[src/rtl/forward_hazard_ctrl_pkg.sv]
// Shared types and constants for the forwarding / hazard control block:
// forwarding mux encodings, mult/div occupancy FSM states, default MD_LAT
// and small helpers used by the hazard comparators.
package hazard_pkg;

  typedef enum logic [1:0] {
    FWD_RF  = 2'b00,
    FWD_WB  = 2'b01,
    FWD_MEM = 2'b10
  } fwd_sel_e;

  typedef enum logic {
    IDLE    = 1'b0,
    MD_BUSY = 1'b1
  } md_state_e;

  localparam int unsigned MD_LAT_DEFAULT = 32;

  // True when a pipeline stage with destination rd and write enable we
  // produces the (non-r0) source register src.
  function automatic logic producer_hit(input logic [4:0] src,
                                        input logic [4:0] rd,
                                        input logic       we);
    return we && (rd != '0) && (rd == src);
  endfunction

  // EX/MEM is the younger producer, so it takes priority over MEM/WB.
  function automatic fwd_sel_e fwd_select(input logic [4:0] src,
                                          input logic [4:0] mem_rd,
                                          input logic       mem_regwrite,
                                          input logic [4:0] wb_rd,
                                          input logic       wb_regwrite);
    if (producer_hit(src, mem_rd, mem_regwrite)) return FWD_MEM;
    if (producer_hit(src, wb_rd, wb_regwrite))   return FWD_WB;
    return FWD_RF;
  endfunction

endpackage

[src/rtl/forward_hazard_ctrl_if.sv]
// Pipeline-side bundle for the forwarding / hazard control block.
// master: the pipeline datapath (drives register ids, sees selects/stalls).
// slave : the hazard control block.
interface forward_hazard_ctrl_if;

  logic [4:0] id_rs;
  logic [4:0] id_rt;
  logic       id_md_start;
  logic [4:0] ex_rs;
  logic [4:0] ex_rt;
  logic [4:0] ex_rd;
  logic       ex_regwrite;
  logic       ex_memread;
  logic [4:0] mem_rd;
  logic       mem_regwrite;
  logic [4:0] wb_rd;
  logic       wb_regwrite;
  logic       branch_taken;

  logic [1:0] fwd_a;
  logic [1:0] fwd_b;
  logic       pc_stall;
  logic       ifid_stall;
  logic       ifid_flush;
  logic       idex_flush;
  logic       md_busy;

  modport master (
    output id_rs, id_rt, id_md_start, ex_rs, ex_rt, ex_rd, ex_regwrite,
           ex_memread, mem_rd, mem_regwrite, wb_rd, wb_regwrite, branch_taken,
    input  fwd_a, fwd_b, pc_stall, ifid_stall, ifid_flush, idex_flush, md_busy
  );

  modport slave (
    input  id_rs, id_rt, id_md_start, ex_rs, ex_rt, ex_rd, ex_regwrite,
           ex_memread, mem_rd, mem_regwrite, wb_rd, wb_regwrite, branch_taken,
    output fwd_a, fwd_b, pc_stall, ifid_stall, ifid_flush, idex_flush, md_busy
  );

endinterface

[src/rtl/forward_hazard_ctrl_md_occupancy_ctr.sv]
// Mult/div occupancy tracker: once started, holds md_busy high for exactly
// MD_LAT cycles using a down-counter loaded with MD_LAT-1.
module md_occupancy_ctr
  import hazard_pkg::*;
#(
  parameter int unsigned MD_LAT = MD_LAT_DEFAULT
) (
  input  logic clk,
  input  logic rst,
  input  logic start,
  output logic md_busy
);

  md_state_e  state, state_nxt;
  logic [5:0] cnt, cnt_nxt;

  // State and counter registers with synchronous reset.
  always_ff @(posedge clk) begin
    if (rst) begin
      state <= IDLE;
      cnt   <= '0;
    end else begin
      state <= state_nxt;
      cnt   <= cnt_nxt;
    end
  end

  // Next-state: load on accept, count down while busy, leave after cnt==0.
  always_comb begin
    state_nxt = state;
    cnt_nxt   = cnt;
    unique case (state)
      IDLE: begin
        if (start) begin
          state_nxt = MD_BUSY;
          cnt_nxt   = 6'(MD_LAT - 1);
        end
      end
      MD_BUSY: begin
        if (cnt == '0) state_nxt = IDLE;
        else           cnt_nxt   = cnt - 6'd1;
      end
      default: state_nxt = IDLE;
    endcase
  end

  assign md_busy = (state == MD_BUSY);

endmodule

[src/rtl/forward_hazard_ctrl.sv]
// Forwarding-select and hazard (stall / flush) control for a 5-stage pipe,
// including mult/div occupancy interlock.
// Optional feature macro: FORWARD_PATH_EN
//   defined   -> EX/MEM and MEM/WB forwarding, load-use bubble only.
//   undefined -> no forwarding; stall on any EX or MEM producer match.
module forward_hazard_ctrl
  import hazard_pkg::*;
#(
  parameter int unsigned MD_LAT = MD_LAT_DEFAULT
) (
  input logic                  clk,
  input logic                  rst,
  forward_hazard_ctrl_if.slave hz
);

  logic     md_busy;
  logic     data_stall;
  logic     md_stall;
  logic     md_start;
  logic     stall;
  fwd_sel_e fwd_a_sel;
  fwd_sel_e fwd_b_sel;

`ifdef FORWARD_PATH_EN
  // Operand forwarding plus load-use detection (loaded data not yet available).
  always_comb begin
    fwd_a_sel  = fwd_select(hz.ex_rs, hz.mem_rd, hz.mem_regwrite, hz.wb_rd, hz.wb_regwrite);
    fwd_b_sel  = fwd_select(hz.ex_rt, hz.mem_rd, hz.mem_regwrite, hz.wb_rd, hz.wb_regwrite);
    data_stall = hz.ex_memread && (hz.ex_rd != '0) &&
                 ((hz.ex_rd == hz.id_rs) || (hz.ex_rd == hz.id_rt));
  end

  logic unused_sigs;
  assign unused_sigs = hz.ex_regwrite;
`else
  // Without forwarding, any in-flight EX or MEM producer of an ID source must
  // drain; WB needs no stall since the regfile writes before it is read.
  always_comb begin
    fwd_a_sel  = FWD_RF;
    fwd_b_sel  = FWD_RF;
    data_stall = producer_hit(hz.id_rs, hz.ex_rd,  hz.ex_regwrite)  ||
                 producer_hit(hz.id_rt, hz.ex_rd,  hz.ex_regwrite)  ||
                 producer_hit(hz.id_rs, hz.mem_rd, hz.mem_regwrite) ||
                 producer_hit(hz.id_rt, hz.mem_rd, hz.mem_regwrite);
  end

  logic unused_sigs;
  assign unused_sigs = ^{hz.ex_rs, hz.ex_rt, hz.ex_memread, hz.wb_rd, hz.wb_regwrite};
`endif

  // A new mult/div waits in ID while the unit is occupied; it is accepted only
  // from IDLE and only if the instruction is actually leaving ID this cycle.
  assign md_stall = hz.id_md_start && md_busy;
  assign md_start = hz.id_md_start && !md_busy && !data_stall && !hz.branch_taken;

  md_occupancy_ctr #(
    .MD_LAT (MD_LAT)
  ) u_md_occupancy_ctr (
    .clk     (clk),
    .rst     (rst),
    .start   (md_start),
    .md_busy (md_busy)
  );

  // Output drive: a taken branch flushes and overrides any stall; reset
  // silences all stall/flush/forward outputs.
  always_comb begin
    stall         = (data_stall || md_stall) && !hz.branch_taken;
    hz.fwd_a      = FWD_RF;
    hz.fwd_b      = FWD_RF;
    hz.pc_stall   = 1'b0;
    hz.ifid_stall = 1'b0;
    hz.ifid_flush = 1'b0;
    hz.idex_flush = 1'b0;
    hz.md_busy    = md_busy;
    if (!rst) begin
      hz.fwd_a      = fwd_a_sel;
      hz.fwd_b      = fwd_b_sel;
      hz.pc_stall   = stall;
      hz.ifid_stall = stall;
      hz.ifid_flush = hz.branch_taken;
      hz.idex_flush = stall || hz.branch_taken;
    end
  end

endmodule
[src/flat_wrapper.sv]
// flat-port wrapper written by rule: the top's interface ports become plain ports
module forward_hazard_ctrl_flat import hazard_pkg::*;
#(
  parameter int unsigned MD_LAT = MD_LAT_DEFAULT
)
  (clk, rst, hz_id_rs, hz_id_rt, hz_id_md_start, hz_ex_rs, hz_ex_rt, hz_ex_rd, hz_ex_regwrite, hz_ex_memread, hz_mem_rd, hz_mem_regwrite, hz_wb_rd, hz_wb_regwrite, hz_branch_taken, hz_fwd_a, hz_fwd_b, hz_pc_stall, hz_ifid_stall, hz_ifid_flush, hz_idex_flush, hz_md_busy);
  forward_hazard_ctrl_if hz_i ();
  input logic clk;
  input logic rst;
  input wire logic [$bits(hz_i.id_rs)-1:0] hz_id_rs;
  input wire logic [$bits(hz_i.id_rt)-1:0] hz_id_rt;
  input wire logic [$bits(hz_i.id_md_start)-1:0] hz_id_md_start;
  input wire logic [$bits(hz_i.ex_rs)-1:0] hz_ex_rs;
  input wire logic [$bits(hz_i.ex_rt)-1:0] hz_ex_rt;
  input wire logic [$bits(hz_i.ex_rd)-1:0] hz_ex_rd;
  input wire logic [$bits(hz_i.ex_regwrite)-1:0] hz_ex_regwrite;
  input wire logic [$bits(hz_i.ex_memread)-1:0] hz_ex_memread;
  input wire logic [$bits(hz_i.mem_rd)-1:0] hz_mem_rd;
  input wire logic [$bits(hz_i.mem_regwrite)-1:0] hz_mem_regwrite;
  input wire logic [$bits(hz_i.wb_rd)-1:0] hz_wb_rd;
  input wire logic [$bits(hz_i.wb_regwrite)-1:0] hz_wb_regwrite;
  input wire logic [$bits(hz_i.branch_taken)-1:0] hz_branch_taken;
  output wire logic [$bits(hz_i.fwd_a)-1:0] hz_fwd_a;
  output wire logic [$bits(hz_i.fwd_b)-1:0] hz_fwd_b;
  output wire logic [$bits(hz_i.pc_stall)-1:0] hz_pc_stall;
  output wire logic [$bits(hz_i.ifid_stall)-1:0] hz_ifid_stall;
  output wire logic [$bits(hz_i.ifid_flush)-1:0] hz_ifid_flush;
  output wire logic [$bits(hz_i.idex_flush)-1:0] hz_idex_flush;
  output wire logic [$bits(hz_i.md_busy)-1:0] hz_md_busy;
  assign hz_i.id_rs = hz_id_rs;
  assign hz_i.id_rt = hz_id_rt;
  assign hz_i.id_md_start = hz_id_md_start;
  assign hz_i.ex_rs = hz_ex_rs;
  assign hz_i.ex_rt = hz_ex_rt;
  assign hz_i.ex_rd = hz_ex_rd;
  assign hz_i.ex_regwrite = hz_ex_regwrite;
  assign hz_i.ex_memread = hz_ex_memread;
  assign hz_i.mem_rd = hz_mem_rd;
  assign hz_i.mem_regwrite = hz_mem_regwrite;
  assign hz_i.wb_rd = hz_wb_rd;
  assign hz_i.wb_regwrite = hz_wb_regwrite;
  assign hz_i.branch_taken = hz_branch_taken;
  assign hz_fwd_a = hz_i.fwd_a;
  assign hz_fwd_b = hz_i.fwd_b;
  assign hz_pc_stall = hz_i.pc_stall;
  assign hz_ifid_stall = hz_i.ifid_stall;
  assign hz_ifid_flush = hz_i.ifid_flush;
  assign hz_idex_flush = hz_i.idex_flush;
  assign hz_md_busy = hz_i.md_busy;
  forward_hazard_ctrl #(.MD_LAT(MD_LAT)) u_core (.clk(clk), .rst(rst), .hz(hz_i));
endmodule
[config.mk]
export PLATFORM = sky130hd
export DESIGN_NAME = forward_hazard_ctrl_flat
export DESIGN_NICKNAME = d
export VERILOG_FILES = /design/src/rtl/forward_hazard_ctrl_pkg.sv /design/src/rtl/forward_hazard_ctrl_if.sv /design/src/rtl/forward_hazard_ctrl_md_occupancy_ctr.sv /design/src/rtl/forward_hazard_ctrl.sv /design/src/flat_wrapper.sv
export SDC_FILE = /design/constraint.sdc
export NUM_CORES = 1
export LEC_CHECK = 0
export ABC_AREA = 1
export ABC_CLOCK_PERIOD_IN_PS = 1600
export CAP_MARGIN = 10
export CELL_PAD_IN_SITES_DETAIL_PLACEMENT = 0
export CELL_PAD_IN_SITES_GLOBAL_PLACEMENT = 1
export CORE_MARGIN = 4
export CORE_UTILIZATION = 23
export DETAILED_ROUTE_END_ITERATION = 16
export GPL_TIMING_DRIVEN = 0
export PLACE_DENSITY_LB_ADDON = 0.1
export RECOVER_POWER = 25
export SYNTH_ARGS = -nofsm -noshare
export SYNTH_HDL_FRONTEND = slang
export SYNTH_SLANG_ARGS = --single-unit
[constraint.sdc]
create_clock -name clk -period 1.6 [get_ports clk]
set_input_delay 0.24 -clock clk [delete_from_list [all_inputs] [get_ports clk]]
set_output_delay 0.24 -clock clk [all_outputs]
set_load 0.01 [all_outputs]
# Yosys cells after proc, flatten, opt, wreduce, memory -nomap -nowiden

Cells that the tools add are included.

$add $sub $neg: 1
Equality and inequality tests: 6
Mux-type cells: 9
Bitwise gates (word level): 1
Reductions and logical operators: 23

Operator list:

| cell                                              | number |
|---|---|
| == test 5 bit                                     | 4 |
| two-way mux 6 bit                                 | 2 |
| case mux 6 bit (2 select lines)                   | 1 |
| logical AND 1 bit                                 | 11 |
| nonzero test 5 bit                                | 2 |
| logical NOT 6 bit                                 | 1 |
| subtractor 6 x 1 -> 6 bit (second input constant) | 1 |
| logical OR 1 bit                                  | 5 |
| two-way mux 1 bit                                 | 5 |
| logical NOT 1 bit                                 | 3 |
| != test 2 x 1 -> 1 bit (second input constant)    | 1 |
| != test 2 bit (second input constant)             | 1 |
| case mux 1 bit (2 select lines)                   | 1 |
| AND reduction 2 bit                               | 1 |
| NOT 1 bit                                         | 1 |

Flip-flop bits (word level): 7
Output and inout port bits: 9

# Depth between registers and ports, before layout

Depth in word-level cells: 11
Depth in mapped cells: 12
Depth with buffers taken out: 12

# By module

From an unflattened synthesis, not the netlist that was laid out.

Cell total of the unflattened synthesis: 167
Area total of the unflattened synthesis: 895.9 um2

Modules (own cells, without submodules):

| module              | instances | cells each | area each (um2) | sequential area each (um2) |
|---|---|---|---|---|
| forward_hazard_ctrl | 1         | 107        | 479.2           | 0.0 |
| md_occupancy_ctr    | 1         | 60         | 416.6           | 140.1 |

# Least setup slack after synthesis

Ideal clock, no wire load.

Kind: register to output
From: reg u_core.u_md_occupancy_ctr.state, in the netlist u_core.u_md_occupancy_ctr.md_busy
To: out hz_pc_stall
Data arrival time: 1248 ps
Setup slack: 112 ps
Cell stages (with the launch flop): 6
Cell sequence: dfxtp_1 -> inv_1 -> o211ai_1 -> nand2_1 -> nor2_1 -> buf_4

Longest elaborated chain between the ends: 4

RTL lines:

| item                   | RTL line                                   | RTL |
|---|---|---|
| start, declared        | forward_hazard_ctrl_md_occupancy_ctr.sv:14 | `md_state_e state, state_nxt;` |
| start signal, assigned | forward_hazard_ctrl_md_occupancy_ctr.sv:23 | `state <= state_nxt;` |
| logical AND 1 bit      | forward_hazard_ctrl.sv:53                  | `assign md_stall = hz.id_md_start && md_busy;` |
| logical OR 1 bit       | forward_hazard_ctrl.sv:68                  | `stall = (data_stall \|\| md_stall) && !hz.branch_taken;` |
| logical AND 1 bit      | forward_hazard_ctrl.sv:68                  |  |
| two-way mux 1 bit      | --                                         |  |
| end, declared          | flat_wrapper.sv:25                         | `output wire logic [$bits(hz_i.pc_stall)-1:0] hz_pc_stall;` |

Every way passes these cells.

# Final worst setup path

From: in hz_mem_rd[0]
To: out hz_pc_stall

Longest elaborated chain between the ends: 8
Elaborated cells between the ends (all ways): 11
Those cells by class: 2 x eq/ne; 1 x mux; 8 x reduce/logical

RTL lines:

| item                           | RTL line                      | RTL |
|---|---|---|
| start, declared                | flat_wrapper.sv:18            | `input wire logic [$bits(hz_i.mem_rd)-1:0] hz_mem_rd;` |
| nonzero test 5 bit             | forward_hazard_ctrl_pkg.sv:24 | `return we && (rd != '0) && (rd == src);` |
| logical AND 1 bit (2 in a row) | forward_hazard_ctrl_pkg.sv:24 |  |
| logical OR 1 bit               | forward_hazard_ctrl.sv:42     | `producer_hit(hz.id_rt, hz.ex_rd, hz.ex_regwrite) \|\|` |
| logical OR 1 bit *             | forward_hazard_ctrl.sv:43     | `producer_hit(hz.id_rs, hz.mem_rd, hz.mem_regwrite) \|\|` |
| logical OR 1 bit *             | forward_hazard_ctrl.sv:68     |  |
| logical AND 1 bit *            | forward_hazard_ctrl.sv:68     |  |
| two-way mux 1 bit *            | forward_hazard_ctrl.sv:76     | `if (!rst) begin` |

Every way passes the cells marked *; elsewhere a longest branch is shown, timed or not.

==> metrics.cfg <==
[outcome]
status=complete, no violations

[clock_network]
path_clk_slew_ps=50
root_buffer=clkbuf_8
clk-insertion-delay-late_ps=230
numCtsBuffers=3
clockBufferDepth=2
cts_sinks=7
cts_tree=done
htreeDepth=1
postCtsHoldBufs=0

[yosys]
netlist_top_cells_area=nand2_1, dfxtp_1, inv_1
async_reset_ff_frac=0
synth_top_area_frac=0.259
synth_cell_types=23
syn_inst=157
synth-edff-count=0
yosysSeqAreaShare=0.164
yosys_warnings=0
syn_area_um2=856
yosys-top-cells-count=nand2_1, inv_1, nand3_1, nor2_1, inv_2
synth_top_family_by_area=simple AND/OR/NAND/NOR gates
syn_avg_cell_area_um2=5.45
synth_ff_type=dfxtp_1
synth_xor_area_frac=0.0614
synth.area.mux_share=0
synth_fa_ha_area_frac=0.0146
yosysTopAreaCell=nand2_1
synth_compound_area_frac=0.0950
synth-simple-area-share=0.481
ys_seq_elements=7
synth_most_common_cell=nand2_1

[global_routing]
grt_max_degree=9
grt_pass1_vias=941
antenna_found_initial=0
grt_first_pass_wirelength_mm=4.19
grt-ovfl-total=0
track_usage=0.104

[place]
globalplace.congestion=0.873
hpwl_mm=2.07
placedCellCount=235
dp_slack_ps=-955
post_dp_cell_area_um2=1210
io_buffers=29

[detailed_routing]
drc=0
vias=1022
viasPerCell=4.21
first_pass_iters=4
antenna_left=0
drtIter0Drc=36
wire_per_inst_um=10.5
wl_mm=2.55

[sta]
fin_crit_sh=0.966
whs_ps=372
skew_ps=5.92
setup_viol=0
fmax_mhz=647
rsz0062_at_grt=true
drv_slew=0
tns_ps=0
fin_ws_ps=54.4
layout_min_cycle_time_ps=1550
final-hold-violation-count=0

[critical_path]
crit_type=primary input to output pin
path_max_fanout=3
cp.required_ps=1360
critPathSlowestCell=nor2_1
end_kind=output pin
cp_common_cell=nand2_1
path_cells=buf_6 > nand2_1 > nand2_2 > nor2_1 > nand3_1 > nand2_1 > nand2_2 > o211ai_1 > nand2_1 > nor2_2 > buf_4 > buf_6
cp.arrival_ps=1310
max_stage_delay_ps=130
startpoint_type=primary input

[power_and_ir_drop]
fin_total_pwr_mw=0.862
peakVddDrop_v=0.000690
clock_power_share=0.302
power_density_nw_per_um2=617
comb_power_share=0.447
seqPwrFrac=0.251
leakagePower_nw=0.748
switching_share=0.359
p_sw_mw=0.310
internal-power_mw=0.552

[hold_path]
hold_class=primary input to register

[finish]
final_util=0.403
area.growth.synth_to_final_pct=63.2
drive_above_1_share=0.437
stdcell_area_um2=1400
diodes=0
instances_no_fill=243
nets=242

[die]
ioPinCount=52
start_util=0.247
fp.dieW_um=69
die_area_um2=4760
die_h_um=69
core_um2=3470
num_rows=21

[run]
maxCapViolCount=0

-- path summary, 6_finish.rpt --
kind | cells past startpoint | end | slack [ps] | startpoint
hold reg to reg | 2 | u_core.u_md_occupancy_ctr.cnt[0]$_SDFFE_PP0P_ | 470 | u_core.u_md_occupancy_ctr.cnt[0]$_SDFFE_PP0P_
hold / removal | 2 | u_core.u_md_occupancy_ctr.md_busy$_SDFF_PP0_ | 370 | rst
setup / recovery | 12 | hz_pc_stall | 50 | hz_mem_rd[0]
setup reg to reg | 9 | u_core.u_md_occupancy_ctr.cnt[3]$_SDFFE_PP0P_ | 100 | u_core.u_md_occupancy_ctr.cnt[0]$_SDFFE_PP0P_
-- worst max-delay path, delay by kind of cell --
family,cells,cell delay (ps)
AO/OA/AOI/OAI,1,80
buffers and inverters,3,300
AND/OR/NAND/NOR,8,670
-- timing repair --
action,4_1_cts,5_1_grt
resized for setup,111,58
setup endpoints to repair,6,7
buffers inserted,0,4
pin swaps,23,33
-- routing by layer --
metal / global-route usage / vias to the layer above / wire length [um]
met1: 0.141 / 442 / 1190
met5: 0 / - / 0
met4: 0.0130 / 0 / 5
met3: 0.0320 / 3 / 134
li1: - / 549 / -
met2: 0.167 / 28 / 1220
-- area by class of cell --
class                           count  area (um2)
Fill cell                         422        2070
Multi-Input combinational cell    117         664
Timing Repair Buffer               33         319
Sequential cell                     7         144
Inverter                           30         125
Tap cell                           46        57.6
Clock buffer                        4        45.0
Buffer                              6        41.3
-- power by group through the flow --
stage,logic (mW),clock network (mW),registers [mW]
floorplan,0.204,0,0.215
global placement,0.331,0,0.218
detailed placement,0.336,0,0.219
CTS,0.322,0.261,0.216
global route,0.434,0.272,0.220
finish,0.385,0.260,0.216
-- cell usage in the layout, fill, tap and decap left out, types with 4 or more instances in the layout --
| master | instances |
|---|---|
| a21oi_1 | 4 |
| buf_2 | 4 |
| buf_4 | 11 |
| buf_6 | 16 |
| conb_1 | 4 |
| dfxtp_1 | 6 |
| inv_1 | 12 |
| inv_2 | 14 |
| nand2_1 | 47 |
| nand2_2 | 14 |
| nand3_1 | 12 |
| nor2_1 | 7 |
| nor2_2 | 5 |
| xnor2_2 | 4 |
-- state kept, by name, summed over array words and instances, names as in the netlist --
register / count
u_core.u_md_occupancy_ctr.md_busy: 1
u_core.u_md_occupancy_ctr.cnt: 6
-- cells by family after synthesis --
kind of cell	Yosys count
simple gates	93
buf+inv	36
compound gates	13
flops	7
xor+xnor	6
fa+ha+maj	1
other cells	1
Power figures use the tool's default switching activity.
